## config.mk

```make
export PLATFORM = sky130hd
export DESIGN_NAME = game_controller_flat
export DESIGN_NICKNAME = d
export VERILOG_FILES = /design/src/rtl/game_if.sv /design/src/rtl/game_controller.sv /design/src/flat_wrapper.sv
export SDC_FILE = /design/constraint.sdc
export NUM_CORES = 1
export LEC_CHECK = 0
export CAP_MARGIN = 20
export CELL_PAD_IN_SITES_DETAIL_PLACEMENT = 1
export CELL_PAD_IN_SITES_GLOBAL_PLACEMENT = 1
export CORE_MARGIN = 1
export CORE_UTILIZATION = 53
export DETAILED_ROUTE_END_ITERATION = 6
export DONT_BUFFER_PORTS = 1
export HOLD_SLACK_MARGIN = 0.15
export PLACE_DENSITY_LB_ADDON = 0.12
export SLEW_MARGIN = 20
export SYNTH_ARGS = -nofsm -noshare
export SYNTH_HDL_FRONTEND = slang
export SYNTH_SLANG_ARGS = --single-unit
```

## constraint.sdc

```tcl
create_clock -name clk -period 7.85 [get_ports clk]
set_clock_uncertainty 0.2 [all_clocks]
set_input_delay 1.57 -clock clk [delete_from_list [all_inputs] [get_ports clk]]
set_output_delay 1.57 -clock clk [all_outputs]
set_load 0.005 [all_outputs]
```

## src/rtl/game_if.sv

```systemverilog
// Signal bundle between the round sequencer and the renderer/physics/button side.
// "master" is the sequencer's view, "slave" is the view of the blocks around it.
interface game_if;
    logic        btn_raw;
    logic        pipe_passed;
    logic        pipe_collision;
    logic        ground_hit;
    logic        game_enable;
    logic        round_reset;
    logic        flap;
    logic [11:0] score_bcd;
    logic [11:0] high_bcd;
    logic [2:0]  state;

    modport master (
        input  btn_raw, pipe_passed, pipe_collision, ground_hit,
        output game_enable, round_reset, flap, score_bcd, high_bcd, state
    );

    modport slave (
        output btn_raw, pipe_passed, pipe_collision, ground_hit,
        input  game_enable, round_reset, flap, score_bcd, high_bcd, state
    );
endinterface

```

## src/rtl/game_controller.sv

```systemverilog
// Flappy Bird round sequencer: flap button debounce, BCD score/high score,
// and the IDLE -> START -> PLAYING -> DYING -> OVER round flow.
module game_controller #(
    parameter int DEBOUNCE_CYCLES   = 250_000,
    parameter int DEATH_HOLD_CYCLES = 50_000_000
) (
    input  logic   clk,
    input  logic   reset,
    game_if.master bus
);

    typedef enum logic [2:0] {
        S_IDLE    = 3'd0,
        S_START   = 3'd1,
        S_PLAYING = 3'd2,
        S_DYING   = 3'd3,
        S_OVER    = 3'd4
    } state_e;

    localparam int DW = (DEBOUNCE_CYCLES > 1) ? $clog2(DEBOUNCE_CYCLES) : 1;
    localparam int HW = (DEATH_HOLD_CYCLES > 1) ? $clog2(DEATH_HOLD_CYCLES) : 1;
    localparam logic [DW-1:0] DB_LAST   = DW'(DEBOUNCE_CYCLES - 1);
    localparam logic [HW-1:0] HOLD_LAST = HW'(DEATH_HOLD_CYCLES - 1);

    logic          sync1_q, sync2_q;
    logic          deb_q;
    logic [DW-1:0] deb_cnt_q;
    logic          btn_pulse_q;

    state_e        state_q, state_d;
    logic [11:0]   score_q, score_d;
    logic [11:0]   high_q, high_d;
    logic [HW-1:0] hold_q, hold_d;

    // Saturating 3-digit BCD increment.
    function automatic logic [11:0] bcd_inc(input logic [11:0] v);
        logic [11:0] r;
        logic        carry;
        r     = v;
        carry = 1'b1;
        if (v != 12'h999) begin
            for (int i = 0; i < 3; i++) begin
                if (carry) begin
                    if (r[i*4 +: 4] == 4'd9) begin
                        r[i*4 +: 4] = 4'd0;
                    end else begin
                        r[i*4 +: 4] = r[i*4 +: 4] + 4'd1;
                        carry       = 1'b0;
                    end
                end
            end
        end
        return r;
    endfunction

    always_ff @(posedge clk or posedge reset) begin
        if (reset) begin
            sync1_q     <= 1'b0;
            sync2_q     <= 1'b0;
            deb_q       <= 1'b0;
            deb_cnt_q   <= '0;
            btn_pulse_q <= 1'b0;
        end else begin
            sync1_q     <= bus.btn_raw;
            sync2_q     <= sync1_q;
            btn_pulse_q <= 1'b0;
            if (sync2_q == deb_q) begin
                deb_cnt_q <= '0;
            end else if (deb_cnt_q == DB_LAST) begin
                // Accept the new level; only a press (rising level) yields a pulse.
                deb_q       <= sync2_q;
                deb_cnt_q   <= '0;
                btn_pulse_q <= sync2_q;
            end else begin
                deb_cnt_q <= deb_cnt_q + 1'b1;
            end
        end
    end

    always_ff @(posedge clk or posedge reset) begin
        if (reset) begin
            state_q <= S_IDLE;
            score_q <= '0;
            high_q  <= '0;
            hold_q  <= '0;
        end else begin
            state_q <= state_d;
            score_q <= score_d;
            high_q  <= high_d;
            hold_q  <= hold_d;
        end
    end

    always_comb begin
        state_d = state_q;
        score_d = score_q;
        high_d  = high_q;
        hold_d  = hold_q;
        case (state_q)
            S_IDLE: begin
                if (btn_pulse_q) state_d = S_START;
            end
            S_START: begin
                score_d = '0;
                state_d = S_PLAYING;
            end
            S_PLAYING: begin
                // A death in the same clock as a pipe clear forfeits that point.
                if (bus.pipe_collision || bus.ground_hit) begin
                    state_d = S_DYING;
                    hold_d  = '0;
                end else if (bus.pipe_passed) begin
                    score_d = bcd_inc(score_q);
                end
            end
            S_DYING: begin
                if (hold_q == HOLD_LAST) begin
                    state_d = S_OVER;
                    if (score_q > high_q) high_d = score_q;
                end else begin
                    hold_d = hold_q + 1'b1;
                end
            end
            S_OVER: begin
                if (btn_pulse_q) state_d = S_START;
            end
            default: state_d = S_IDLE;
        endcase
    end

    assign bus.state       = state_q;
    assign bus.game_enable = (state_q == S_PLAYING);
    assign bus.round_reset = (state_q == S_START);
    assign bus.flap        = btn_pulse_q && (state_q == S_PLAYING);
    assign bus.score_bcd   = score_q;
    assign bus.high_bcd    = high_q;

endmodule

```

## src/flat_wrapper.sv

```systemverilog
// flat-port wrapper written by rule: the top's interface ports become plain ports
module game_controller_flat 
#(
    parameter int DEBOUNCE_CYCLES   = 250_000,
    parameter int DEATH_HOLD_CYCLES = 50_000_000
)
  (clk, reset, bus_btn_raw, bus_pipe_passed, bus_pipe_collision, bus_ground_hit, bus_game_enable, bus_round_reset, bus_flap, bus_score_bcd, bus_high_bcd, bus_state);
  game_if bus_i ();
  input  logic clk;
  input  logic reset;
  input wire logic [$bits(bus_i.btn_raw)-1:0] bus_btn_raw;
  input wire logic [$bits(bus_i.pipe_passed)-1:0] bus_pipe_passed;
  input wire logic [$bits(bus_i.pipe_collision)-1:0] bus_pipe_collision;
  input wire logic [$bits(bus_i.ground_hit)-1:0] bus_ground_hit;
  output wire logic [$bits(bus_i.game_enable)-1:0] bus_game_enable;
  output wire logic [$bits(bus_i.round_reset)-1:0] bus_round_reset;
  output wire logic [$bits(bus_i.flap)-1:0] bus_flap;
  output wire logic [$bits(bus_i.score_bcd)-1:0] bus_score_bcd;
  output wire logic [$bits(bus_i.high_bcd)-1:0] bus_high_bcd;
  output wire logic [$bits(bus_i.state)-1:0] bus_state;
  assign bus_i.btn_raw = bus_btn_raw;
  assign bus_i.pipe_passed = bus_pipe_passed;
  assign bus_i.pipe_collision = bus_pipe_collision;
  assign bus_i.ground_hit = bus_ground_hit;
  assign bus_game_enable = bus_i.game_enable;
  assign bus_round_reset = bus_i.round_reset;
  assign bus_flap = bus_i.flap;
  assign bus_score_bcd = bus_i.score_bcd;
  assign bus_high_bcd = bus_i.high_bcd;
  assign bus_state = bus_i.state;
  game_controller #(.DEBOUNCE_CYCLES(DEBOUNCE_CYCLES), .DEATH_HOLD_CYCLES(DEATH_HOLD_CYCLES)) u_core (.clk(clk), .reset(reset), .bus(bus_i));
endmodule
```

* Word-level counts from Yosys, hierarchy flattened
Cells that the tools add are included.
** Operators by class
- $add $sub $neg :: 5
- Multiplexer cells :: 31
- $lt $le $gt $ge :: 1
- Reductions and logical operators :: 13
- Bitwise logic cells :: 1
- Equal/unequal tests :: 20
** Operators by type and width (count)
- 26-bit 2-to-1 mux :: 2
- 26-bit case mux with 2 select lines :: 1
- 12-bit 2-to-1 mux :: 3
- 18-bit 2-to-1 mux :: 2
- 26-bit by 1-bit adder with 26-bit output, second input constant :: 1
- 26-bit equality test, second input constant :: 1
- 12-bit case mux with 2 select lines :: 1
- 4-bit 2-to-1 mux :: 5
- 18-bit by 1-bit adder with 18-bit output, second input constant :: 1
- 18-bit equality test, second input constant :: 1
- 1-bit 2-to-1 mux :: 13
- 4-bit by 1-bit adder with 4-bit output, second input constant :: 3
- 4-bit equality test, second input constant :: 3
- 12-bit greater-than comparator :: 1
- 12-bit inequality test, second input constant :: 1
- 2-bit by 1-bit inequality test with 1-bit output, second input constant :: 6
- 3-bit case mux with 4 select lines :: 1
- 5-bit AND reduction :: 2
- 3-bit 2-to-1 mux :: 3
- 3-bit AND reduction :: 3
- 3-bit by 2-bit equality test with 1-bit output, second input constant :: 2
- 2-bit inequality test, second input constant :: 3
- 4-bit AND reduction :: 1
- 2-bit nonzero test :: 2
- other kinds (9) :: 9
** Storage, ports and cells
- Input bits :: 6
- Register bits after elaboration :: 75
- Output and inout bits :: 30

* Logic depth before layout (Yosys ltp)
Gate-level depths: netlist (run 1).
- Depth after elaboration :: 16
- Gate-level depth with buffers :: 9
- Depth with buffers taken out :: 8

* Worst setup path before layout (run 1)
No wires, ideal clock.
- Path kind :: input -> register
- Start :: input bus_ground_hit
- End :: register u_core.score_q[11], in the netlist u_core.bus.score_bcd[11]
- Path buffers :: 0
- Slack :: 4.561 ns
- Data required time :: 7.540 ns
- Arrival time :: 2.978 ns
- Stages on the path :: 5
- Library setup time :: 0.110 ns
- Path through :: or4b_1 > a21o_1 > a21oi_2 > nand2_1 > o41ai_1
** Between the ends
- Longest elaborated chain between the ends :: 3
** Ends and longest elaborated chain
- start, declared :: line flat_wrapper.sv:14 : input wire logic [$bits(bus_i.ground_hit)-1:0] bus_ground_hit;
- 1-bit logical OR :: line game_controller.sv:109 : if (bus.pipe_collision || bus.ground_hit) begin
- 2-bit inequality test (no line)
- 5-bit AND reduction (no line)
- end signal, assigned :: line game_controller.sv:88 : score_q <= score_d;
- end, declared :: line game_controller.sv:31 : logic [11:0] score_q, score_d;
Every way passes these cells.
A chain may end at the register's enable or synchronous reset.

* Final worst setup path (run 1)
- Start :: register u_core.state_q[1], in the netlist u_core.bus.state[1]
- End :: output bus_flap
** Between the ends
- Longest elaborated chain between the ends :: 2
** Ends and longest elaborated chain
- start, declared :: line game_controller.sv:30 : state_e state_q, state_d;
- start signal, assigned :: line game_controller.sv:87 : state_q <= state_d;
- 3-bit by 2-bit equality test with 1-bit output
- named net bus_game_enable :: line flat_wrapper.sv:15 : output wire logic [$bits(bus_i.game_enable)-1:0] bus_game_enable;
- 1-bit logical AND :: line game_controller.sv:134 : assign bus.flap = btn_pulse_q && (state_q == S_PLAYING);
- end, declared :: line flat_wrapper.sv:17 : output wire logic [$bits(bus_i.flap)-1:0] bus_flap;
The timed path passes the listed nets, and every way through them passes these cells.

==> results of run 1 <==
## synthesized netlist by cell type, types with 8 or more instances
cell / instances
sky130_fd_sc_hd__dfrtp_1: 75
sky130_fd_sc_hd__nor2_1: 61
sky130_fd_sc_hd__nand2_1: 40
sky130_fd_sc_hd__xor2_1: 23
sky130_fd_sc_hd__inv_1: 21
sky130_fd_sc_hd__ha_1: 20
sky130_fd_sc_hd__nand3_1: 18
sky130_fd_sc_hd__nand4_1: 17
sky130_fd_sc_hd__o21ai_0: 16
sky130_fd_sc_hd__a21oi_1: 14
sky130_fd_sc_hd__xnor2_1: 14
sky130_fd_sc_hd__nor3_1: 9
sky130_fd_sc_hd__mux2i_1: 8
## kinds of logic after synthesis
kind of cell,count (synthesis),synth area share
buffers and inverters,31,0.0313
flip-flops,75,0.469
AO/OA/AOI/OAI,44,0.0654
XOR/XNOR,37,0.0810
AND/OR/NAND/NOR,191,0.239
adder cells (fa/ha/maj),20,0.0626
multiplexers,17,0.0510
## per-layer routing
| layer | up-vias | track usage | part of all wire |
|---|---|---|---|
| met5 | - | 0 | 0 |
| met4 | 0 | 0.0968 | 0.016 |
| met3 | 14 | 0.0532 | 0.037 |
| met2 | 50 | 0.415 | 0.50 |
| met1 | 1523 | 0.319 | 0.45 |
| li1 | 1444 | - | - |
## per-stage QoR
step | util | total power, W
final | 0.596 | 0.000857
after global routing | 0.596 | 0.000893
after CTS | 0.596 | 0.000867
after detailed placement | 0.562 | 0.000498
after global placement | 0.562 | 0.000494
after floorplan | - | 0.000478
## sequential cells by signal (all words and copies together) (netlist names)
register / count
u_core.hold_q: 26
u_core.deb_q: 1
u_core.sync1_q: 1
u_core.bus.state: 3
u_core.bus.score_bcd: 12
u_core.bus.high_bcd: 12
u_core.sync2_q: 1
u_core.btn_pulse_q: 1
u_core.deb_cnt_q: 18
## cell type report
| class | instances | area [um^2] | area share |
|---|---|---|---|
| Timing Repair Buffer | 2 | 15.0 | 0.00346 |
| Sequential cell | 75 | 1880 | 0.432 |
| Clock inverter | 6 | 111 | 0.0256 |
| Multi-Input combinational cell | 309 | 2000 | 0.460 |
| Inverter | 22 | 83.8 | 0.0193 |
| Clock buffer | 10 | 138 | 0.0317 |
| Tap cell | 99 | 124 | 0.0285 |
## worst paths after layout
kind	from	end	slack, ps
worst min register to register	u_core.sync1_q	u_core.sync2_q	160
worst max-delay path	u_core.bus.state[1]	bus_flap	4040
max in group asynchronous	reset	u_core.hold_q[16]	5640
worst min-delay path	u_core.sync1_q	u_core.sync2_q	160
worst max register to register	u_core.hold_q[16]	u_core.bus.high_bcd[3]	5010
min in group asynchronous	reset	u_core.bus.score_bcd[5]	1180
## layout by cell type, fill, tap and decap left out, types with 16 or more instances in the layout
cell and n:
sky130_fd_sc_hd__nand4_1 17, sky130_fd_sc_hd__nor2_1 61, sky130_fd_sc_hd__inv_1 20, sky130_fd_sc_hd__o21ai_0 16, sky130_fd_sc_hd__dfrtp_1 75, sky130_fd_sc_hd__xor2_1 23
sky130_fd_sc_hd__nand3_1 18, sky130_fd_sc_hd__ha_1 20, sky130_fd_sc_hd__nand2_1 40
## report_power, final
part / total, W / internal [W] / switching [W]
clock: 0.000366 / 0.000220 / 0.000146
sequential: 0.000426 / 0.000404 / 0.0000229
combinational: 0.0000648 / 0.0000250 / 0.0000397
total: 0.000857 / 0.000649 / 0.000208
## worst max-delay path, delay by kind of cell, from the launching register on
kind                   cells  cell delay (ps)
AND/OR/NAND/NOR            3              790
flip-flops                 1              530
buffers and inverters      1              380
==> PnR_summary.wiki, run 1 <==
{| class="wikitable"
! Metric !! Value
|-
| Nature of the critical path endpoint || output port
|-
| Syn Inst Count || 415
|-
| Number of max-cap violations || 0
|-
| TritonRoute pass-1 iters || 4
|-
| Max transition margin || 0.365
|-
| Initial Util || 0.548
|-
| Kind of start point of the critical path || flop
|-
| Std-Cell Core Area || 7290 um^2
|-
| Synthesized netlist net count || 441
|-
| Detailed placer's ending HPWL || 6380 um
|-
| Number of levels the H-tree was split into || 3
|-
| Bufs on Longest Clock Path || 2
|-
| Total inserted antenna cells || 0
|-
| Number of nets in the layout || 445
|-
| Via density per instance || 5.80
|-
| Final instance area || 4350 um^2
|-
| Aggregate routed wire length || 9110 um
|-
| Worst min path class || flop to flop
|-
| Proportion of synthesized flip-flops having asynchronous set or reset || 1.00
|-
| Max IR drop VDD || 0.178 mV
|-
| PostCTS Resize Cnt || 0
|-
| Postcts setup bufs || 0
|-
| Count of buffers from port buffering || 0
|-
| Number of synthesized flops with an enable pin || 0
|-
| Unrepaired setup endpoints after global routing || no
|-
| Largest cells by area after synthesis || sky130_fd_sc_hd__dfrtp_1 47%, sky130_fd_sc_hd__ha_1 6.3%, sky130_fd_sc_hd__nor2_1 5.7%
|-
| First-pass GRT wire length || 14800 um
|-
| Layout overhead on the synthesized area || 8.67%
|-
| Clk slew on worst S/H paths || 80 ps
|-
| Fin Setup TNS || 0 ps
|-
| Final critical-path setup slack || 4040 ps
|-
| Fraction of layout instances using a drive strength above 1 || 0.0825
|-
| Crit path DAT || 2040 ps
|-
| Worst hold path depth || 0
|-
| Cells traversed along the worst timing path || nor2b_1 > nand2b_1 > clkinv_1 > and2_1
|-
| RePlAce Congestion || 0.819
|-
| Cell total after placement || 507
|-
| Cell leakage power || 2.01 nW
|-
| Number of rows in the core area || 31
|-
| Minimum clock period after layout || 3810 ps
|-
| Number of buffers created by CTS || 9
|-
| Pin count of the biggest net entering global routing || 76
|-
| Vias || 3031
|-
| FF+latch count, synth || 75
|-
| Residual DRC || 0
|-
| Max Clock Freq || 0.263 GHz
|-
| Crit Path Class || flop to output port
|-
| Via count of the first global-routing pass || 3103
|-
| Run status || finished clean
|-
| Number of setup violations in the final report || 0
|-
| CTS Root Buffer Type || sky130_fd_sc_hd__clkbuf_8
|-
| Die area || 7900 um^2
|-
| Maximum cell stage delay along the critical path || 530 ps
|-
| Wire length per cell after detailed routing || 17.4 um
|-
| Number of antenna-violating nets in the routed design || 0
|-
| Area of the mapped netlist || 4000 um^2
|-
| Post-route fraction of the period consumed by the critical path || 0.485
|-
| Part of the Yosys area used for sequential elements || 0.469
|-
| Minimum hold slack || 160 ps
|-
| Crit path required time || 6080 ps
|-
| Total of fill cells in the finished design || 856
|-
| Most frequently used flop master after synthesis || sky130_fd_sc_hd__dfrtp_1
|-
| Final hold violations || 0
|-
| CTS tree || done
|-
| Chip Height || 88.9 um
|-
| Peak fanout along the critical path || 10
|-
| Total overflow reported by the global router || 0
|-
| Slew @ Worst Pin || 952 ps
|-
| Worst slack, placed || 4320 ps
|-
| Number of cells traversed by the worst register-to-register path || 5
|-
| Initial drt markers || 79
|-
| CTS hold repair buffers || 0
|-
| Synth warn || 0
|-
| Average instance area after synthesis || 9.64 um^2
|-
| Slowest cell on crit path || sky130_fd_sc_hd__dfrtp_1
|-
| Share of Yosys cell area claimed by the top area cell type || 0.469
|-
| Number of antenna violations at the first check in global routing || 0
|-
| All-layer global routing usage || 0.249
|-
| Cell type with the highest aggregate area in the netlist || sky130_fd_sc_hd__dfrtp_1
|-
| Sinks on the clock net || 75
|-
| Power per standard cell area || 197 nW/um^2
|-
| Non-filler instance count after layout || 523
|-
| Max-slew violations || 0
|-
| Count of unique library cells instantiated by Yosys || 43
|-
| Die width || 88.9 um
|-
| Top-level port count || 36
|-
| Clk Latency, worst-skew pair || 340 ps
|-
| Total cell area at the placement stage || 4100 um^2
|}
Power figures use the tool's default switching activity.
==> run 2: changes to the inputs <==
- CORE_UTILIZATION: 53 -> 49
- clock period: 7.85 -> 3.9 ns (I/O delays scaled with it)
==> run 2 against run 1 <==
Against the previous run:
- sequential power is 100% higher
- design area is 0.66% higher
- global-route usage shrank 1.1 points
- setup slack got worse by 3200 ps
- die area rose by 8.0%
- non-clock buffer count is the same
- flip-flop and latch count stayed put
- wire length rose by 1.8%
- combinational power rose by 110%
- utilization fell by 3.6 points
- largest power group unchanged
- via count decreased by 0.59%
==> PnR_summary.wiki, run 2 (synthesis results as in run 1) <==
{| class="wikitable"
! Metric !! Value
|-
| Sinks on the clock net || 75
|-
| Aggregate routed wire length || 9270 um
|-
| Detailed placer's ending HPWL || 6710 um
|-
| Crit Path Class || flop to output port
|-
| Max-slew violations || 0
|-
| Register containing the most flip-flops in the final layout || u_core.hold_q
|-
| Clock power share || 0.444
|-
| Clk slew on worst S/H paths || 70 ps
|-
| Bufs on Longest Clock Path || 2
|-
| Count of buffers from port buffering || 0
|-
| CTS hold repair buffers || 0
|-
| Flip-flop count of the largest register, all copies and words added || 26
|-
| Number of max-cap violations || 0
|-
| Minimum clock period after layout || 3010 ps
|-
| Cell family contributing the most delay on the critical path || simple AND/OR/NAND/NOR gates
|-
| Slew @ Worst Pin || 971 ps
|-
| Crit path required time || 2920 ps
|-
| All-layer global routing usage || 0.238
|-
| CTS Root Buffer Type || sky130_fd_sc_hd__clkbuf_8
|-
| Die area || 8530 um^2
|-
| Die width || 92.3 um
|-
| TritonRoute pass-1 iters || 4
|-
| PostCTS Resize Cnt || 0
|-
| Combined area of the multi-input logic cells || 2000 um^2
|-
| CTS tree || done
|-
| Std-Cell Core Area || 7810 um^2
|-
| Max transition margin || 0.347
|-
| Number of setup violations in the final report || 0
|-
| Via density per instance || 5.74
|-
| First-pass GRT wire length || 15600 um
|-
| Pin count of the biggest net entering global routing || 41
|-
| RePlAce Congestion || 0.782
|-
| Via count of the first global-routing pass || 3238
|-
| Combinational group share of total power || 0.075
|-
| P_int || 0.00137 W
|-
| Cell leakage power || 2.02 nW
|-
| Postcts setup bufs || 0
|-
| Run status || finished clean
|-
| Largest registers || u_core.hold_q: 26 flops, u_core.deb_cnt_q: 18 flops
|-
| Total overflow reported by the global router || 0
|-
| Number of antenna-violating nets in the routed design || 0
|-
| Final instance area || 4370 um^2
|-
| Post-route fraction of the period consumed by the critical path || 0.772
|-
| Number of levels the H-tree was split into || 3
|-
| Wire length per cell after detailed routing || 17.7 um
|-
| Final hold violations || 0
|-
| Sequential cell fraction of total power || 0.482
|-
| Max IR drop VDD || 0.280 mV
|-
| Total cell area at the placement stage || 4110 um^2
|-
| Crit path launch || u_core.bus.state[1]
|-
| Sum of buffers and inverters on the critical path || 1
|-
| Slowest cell on crit path || sky130_fd_sc_hd__dfrtp_1
|-
| Net switching power || 0.000419 W
|-
| Proportion of total power due to net switching || 0.235
|-
| Layout overhead on the synthesized area || 9.39%
|-
| Most frequent cells in the layout || 75 x sky130_fd_sc_hd__dfrtp_1, 61 x sky130_fd_sc_hd__nor2_1, 40 x sky130_fd_sc_hd__nand2_1, 23 x sky130_fd_sc_hd__xor2_1
|-
| Total of fill cells in the finished design || 883
|-
| Number of rows in the core area || 32
|-
| Crit path DAT || 2030 ps
|-
| Number of antenna violations at the first check in global routing || 0
|-
| RR Startpoint || u_core.hold_q[16]
|-
| Fraction of layout instances using a drive strength above 1 || 0.0804
|-
| Vias || 3013
|-
| Sequential Area || 1880 um^2
|-
| Most common cell after layout, fill and taps aside || sky130_fd_sc_hd__dfrtp_1
|-
| Power per standard cell area || 408 nW/um^2
|-
| Unrepaired setup endpoints after global routing || no
|-
| Min-Delay Startpoint || u_core.sync1_q
|-
| Nature of the critical path endpoint || output port
|-
| Clk Latency, worst-skew pair || 360 ps
|-
| Peak fanout along the critical path || 10
|-
| Number of buffers created by CTS || 9
|-
| Maximum cell stage delay along the critical path || 520 ps
|-
| Top-level port count || 36
|-
| Residual DRC || 0
|-
| Kind of start point of the critical path || flop
|-
| Initial Util || 0.512
|-
| Max Clock Freq || 0.332 GHz
|-
| Number of nets in the layout || 445
|-
| Fin Setup TNS || 0 ps
|-
| Worst min path class || flop to flop
|-
| Total inserted antenna cells || 0
|-
| Initial drt markers || 89
|-
| Chip Height || 92.3 um
|-
| Cells traversed along the worst timing path || nor2b_1 > nand2b_1 > clkinv_1 > and2_1
|}
[run 2: cell count changes in the layout (fill, tap and decap cells not counted)]
cell / previous run / this run
sky130_fd_sc_hd__inv_6: 1 / 0
sky130_fd_sc_hd__clkinvlp_4: 1 / 0
sky130_fd_sc_hd__bufinv_16: 3 / 4
sky130_fd_sc_hd__inv_2: 0 / 1
sky130_fd_sc_hd__clkinv_2: 2 / 1
sky130_fd_sc_hd__buf_4: 2 / 1
sky130_fd_sc_hd__buf_12: 0 / 1
[run 2: final timing paths]
check                                               to  slack (ps)  depth (start not counted)
worst max register to register  u_core.bus.high_bcd[2]        1110                          5
worst min register to register          u_core.sync2_q         170                          0
min in group asynchronous       u_core.bus.high_bcd[5]         290                          1
worst min-delay path                    u_core.sync2_q         170                          0
worst max-delay path                          bus_flap         890                          4
max in group asynchronous            u_core.hold_q[21]        2510                          2
[run 2: per-stage QoR]
| stage | util | hold WS (ps) | total power [W] | instances | setup slack, ps |
|---|---|---|---|---|---|
| 2_1_floorplan | - | 131 | 0.000961 | 415 | 1010 |
| 3_3_place_gp | 0.527 | 135 | 0.000997 | 510 | 1190 |
| 3_5_place_dp | 0.527 | 152 | 0.00101 | 510 | 1110 |
| 4_1_cts | 0.560 | 177 | 0.00181 | 525 | 855 |
| 5_1_grt | 0.560 | 184 | 0.00186 | 525 | 752 |
| 6_report | 0.560 | 168 | 0.00179 | 525 | 889 |
[run 2: power groups by stage]
| stage | sequential (W) | clock (W) | combinational, W |
|---|---|---|---|
| 6_report | 0.000860 | 0.000792 | 0.000134 |
| 5_1_grt | 0.000866 | 0.000838 | 0.000157 |
| 4_1_cts | 0.000859 | 0.000813 | 0.000138 |
| 3_5_place_dp | 0.000873 | 0 | 0.000136 |
| 3_3_place_gp | 0.000872 | 0 | 0.000125 |
| 2_1_floorplan | 0.000860 | 0 | 0.000102 |
[run 2: cell type report]
type / count / area share
Clock buffer: 10 / 0.0315
Clock inverter: 5 / 0.0286
Inverter: 22 / 0.0189
Multi-Input combinational cell: 309 / 0.457
Sequential cell: 75 / 0.429
Tap cell: 102 / 0.0292
Timing Repair Buffer: 2 / 0.00629
[run 2: layer usage]
| metal | wire (um) | global-route usage |
|---|---|---|
| met5 | 0 | 0 |
| met4 | 194 | 0.103 |
| met3 | 259 | 0.0460 |
| met2 | 4710 | 0.422 |
| met1 | 4110 | 0.280 |
==> run 3: changes to the inputs <==
- CORE_UTILIZATION: 49 -> 45
- clock period: 3.9 -> 2.5 ns (I/O delays scaled with it)
==> run 3 against run 2 <==
Against the previous run:
- setup slack got worse by 910 ps
- non-clock buffer count rose by 62
- combinational power grew to 2.6 times the previous value
- the run now ends with negative setup slack left
- critical path type is now flop to flop
- sequential share of layout area is 4.2 points lower
- hold slack got worse by 14 ps
==> PnR_summary.wiki, run 3 (synthesis results as in run 1) <==
{| class="wikitable"
! Metric !! Value
|-
| Die width || 96.3 um
|-
| Fraction of layout instances using a drive strength above 1 || 0.208
|-
| Aggregate routed wire length || 9900 um
|-
| First-pass GRT wire length || 15800 um
|-
| Max-slew violations || 0
|-
| Slowest cell on crit path || sky130_fd_sc_hd__or4b_4
|-
| R2R Path End || u_core.bus.high_bcd[8]
|-
| Top-level port count || 36
|-
| Initial Util || 0.461
|-
| Number of cells traversed by the worst register-to-register path || 6
|-
| CTS Root Buffer Type || sky130_fd_sc_hd__clkbuf_8
|-
| Worst hold path depth || 0
|-
| Pin count of the biggest net entering global routing || 76
|-
| Count of buffers from port buffering || 0
|-
| Residual DRC || 0
|-
| Total inserted antenna cells || 0
|-
| All-layer global routing usage || 0.225
|-
| Number of nets in the layout || 507
|-
| Terminating pin of the worst hold path || u_core.sync2_q
|-
| CTS tree || done
|-
| Final hold violations || 0
|-
| Largest registers || u_core.hold_q: 26 flops, u_core.deb_cnt_q: 18 flops
|-
| Violated checks || negative setup slack
|-
| Flip-flop count of the largest register, all copies and words added || 26
|-
| Worst min path class || flop to flop
|-
| Peak fanout along the critical path || 3
|-
| Max IR drop VDD || 0.402 mV
|-
| Number of levels the H-tree was split into || 3
|-
| Chip Height || 96.3 um
|-
| Number of buffers created by CTS || 9
|-
| Nature of the critical path endpoint || flop
|-
| Cells traversed along the worst timing path || nor4_2 > nand3b_1 > or4b_4 > or3_4 > buf_6 > mux2_4
|-
| Number of antenna violations at the first check in global routing || 0
|-
| Vias || 3213
|-
| Clk slew on worst S/H paths || 80 ps
|-
| Cell total after placement || 563
|-
| Number of setup violations in the final report || 6
|-
| Crit path DAT || 2560 ps
|-
| Crit Path Class || flop to flop
|-
| Total overflow reported by the global router || 0
|-
| Via density per instance || 5.41
|-
| Initial drt markers || 95
|-
| Non-filler instance count after layout || 594
|-
| Post-route fraction of the period consumed by the critical path || 1.01
|-
| Clk Latency, worst-skew pair || 360 ps
|-
| Min-Delay Startpoint || u_core.sync1_q
|-
| Bufs on Longest Clock Path || 2
|-
| Run status || finished with violations
|-
| Most common cell after layout, fill and taps aside || sky130_fd_sc_hd__dfrtp_1
|-
| Register containing the most flip-flops in the final layout || u_core.hold_q
|-
| RePlAce Congestion || 0.763
|-
| Max transition margin || 0.601
|-
| Slew @ Worst Pin || 597 ps
|-
| Sinks on the clock net || 75
|-
| Maximum cell stage delay along the critical path || 520 ps
|-
| Std-Cell Core Area || 8680 um^2
|-
| Kind of start point of the critical path || flop
|-
| Cell leakage power || 2.30 nW
|-
| Most frequent cells in the layout || 75 x sky130_fd_sc_hd__dfrtp_1, 61 x sky130_fd_sc_hd__nor2_1, 54 x sky130_fd_sc_hd__buf_4, 40 x sky130_fd_sc_hd__nand2_1, 23 x sky130_fd_sc_hd__xor2_1
|-
| Number of antenna-violating nets in the routed design || 0
|-
| Crit path required time || 2540 ps
|-
| Total power after layout || 0.00254 W
|-
| RR Startpoint || u_core.hold_q[18]
|-
| Detailed placer's ending HPWL || 6840 um
|-
| Number of rows in the core area || 34
|-
| Number of max-cap violations || 0
|-
| Power per standard cell area || 523 nW/um^2
|-
| Unrepaired setup endpoints after global routing || yes
|-
| Die area || 9270 um^2
|-
| Core utilization of the finished layout || 0.559
|-
| Wire length per cell after detailed routing || 16.7 um
|-
| Minimum clock period after layout || 2520 ps
|-
| Worst reg2reg setup slack || -20 ps
|-
| Via count of the first global-routing pass || 3370
|-
| Layout overhead on the synthesized area || 21.4%
|-
| Max Clock Freq || 0.397 GHz
|-
| TritonRoute pass-1 iters || 4
|-
| Final critical-path setup slack || -21.0 ps
|}
[run 3: cell count changes in the layout (fill, tap and decap cells not counted), sizes merged]
cell,change
clkbuf,+2
clkinvlp,+3
buf,+59
inv,-1
bufinv,-4
dlygate4sd3,+3
clkinv,+1
[run 3: report_power, final]
group / switching (W) / leakage [nW] / total [W] / internal [W]
sequential: 0.0000441 / 1.02 / 0.00131 / 0.00127
clock: 0.000463 / 0.0884 / 0.000875 / 0.000412
combinational: 0.000187 / 1.19 / 0.000352 / 0.000165
total: 0.000694 / 2.30 / 0.00254 / 0.00184
[run 3: routing by layer]
| metal | part of all wire | track usage | vias to the layer above |
|---|---|---|---|
| met5 | 0 | 0 | - |
| met4 | 0.022 | 0.0945 | 0 |
| met3 | 0.034 | 0.0387 | 17 |
| met2 | 0.48 | 0.388 | 47 |
| met1 | 0.47 | 0.275 | 1581 |
| li1 | - | - | 1568 |
[run 3: repair_timing]
item | CTS | global route
buffers inserted | 9 | 3
hold buffers | 3 | 0
cloned | 0 | 0
pin swaps | 5 | 3
endpoints found under the hold margin | 80 | 0
resized for setup | 10 | 5
setup endpoints to repair | 8 | 12
[run 3: critical path, delay by kind of cell (launching register included)]
kind,cells,cell delay [ps]
and+or+nand+nor,4,1360
DFF,1,410
muxes,1,290
buffers and inverters,1,150
[run 3: worst max path at each step]
| stage | start | endpoint | slack [ps] | depth (start not counted) |
|---|---|---|---|---|
| floorplan | u_core.hold_q[0] | u_core.bus.high_bcd[0] | -40 | 8 |
| global placement | u_core.bus.high_bcd[10] | u_core.bus.high_bcd[4] | 40 | 8 |
| detailed placement | u_core.hold_q[18] | u_core.bus.high_bcd[6] | -60 | 5 |
| CTS | u_core.hold_q[7] | u_core.bus.high_bcd[8] | -60 | 6 |
| global route | u_core.hold_q[18] | u_core.bus.high_bcd[8] | -80 | 6 |
| finish | u_core.hold_q[18] | u_core.bus.high_bcd[8] | -20 | 6 |
[run 3: area by class of cell]
class / count / area (um^2)
fill: 992 / 3820
sequential: 75 / 1880
multi-input combinational: 309 / 2050
tap: 108 / 135
clock buffer: 12 / 155
clock inverter: 4 / 25.0
inverter: 22 / 86.3
timing repair buffer: 64 / 523
[run 3: through the flow]
step                worst slack [ps]  TNS, ps  hold WS (ps)  instance area (um^2)
finish                         -21.0    -63.4           154                  4850
detailed placement             -62.9     -420           136                  4480
global placement                40.7        0           137                  4480
CTS                            -63.4     -402           155                  4810
global route                   -78.5     -674           162                  4850
floorplan                      -35.7     -214           131                  4010
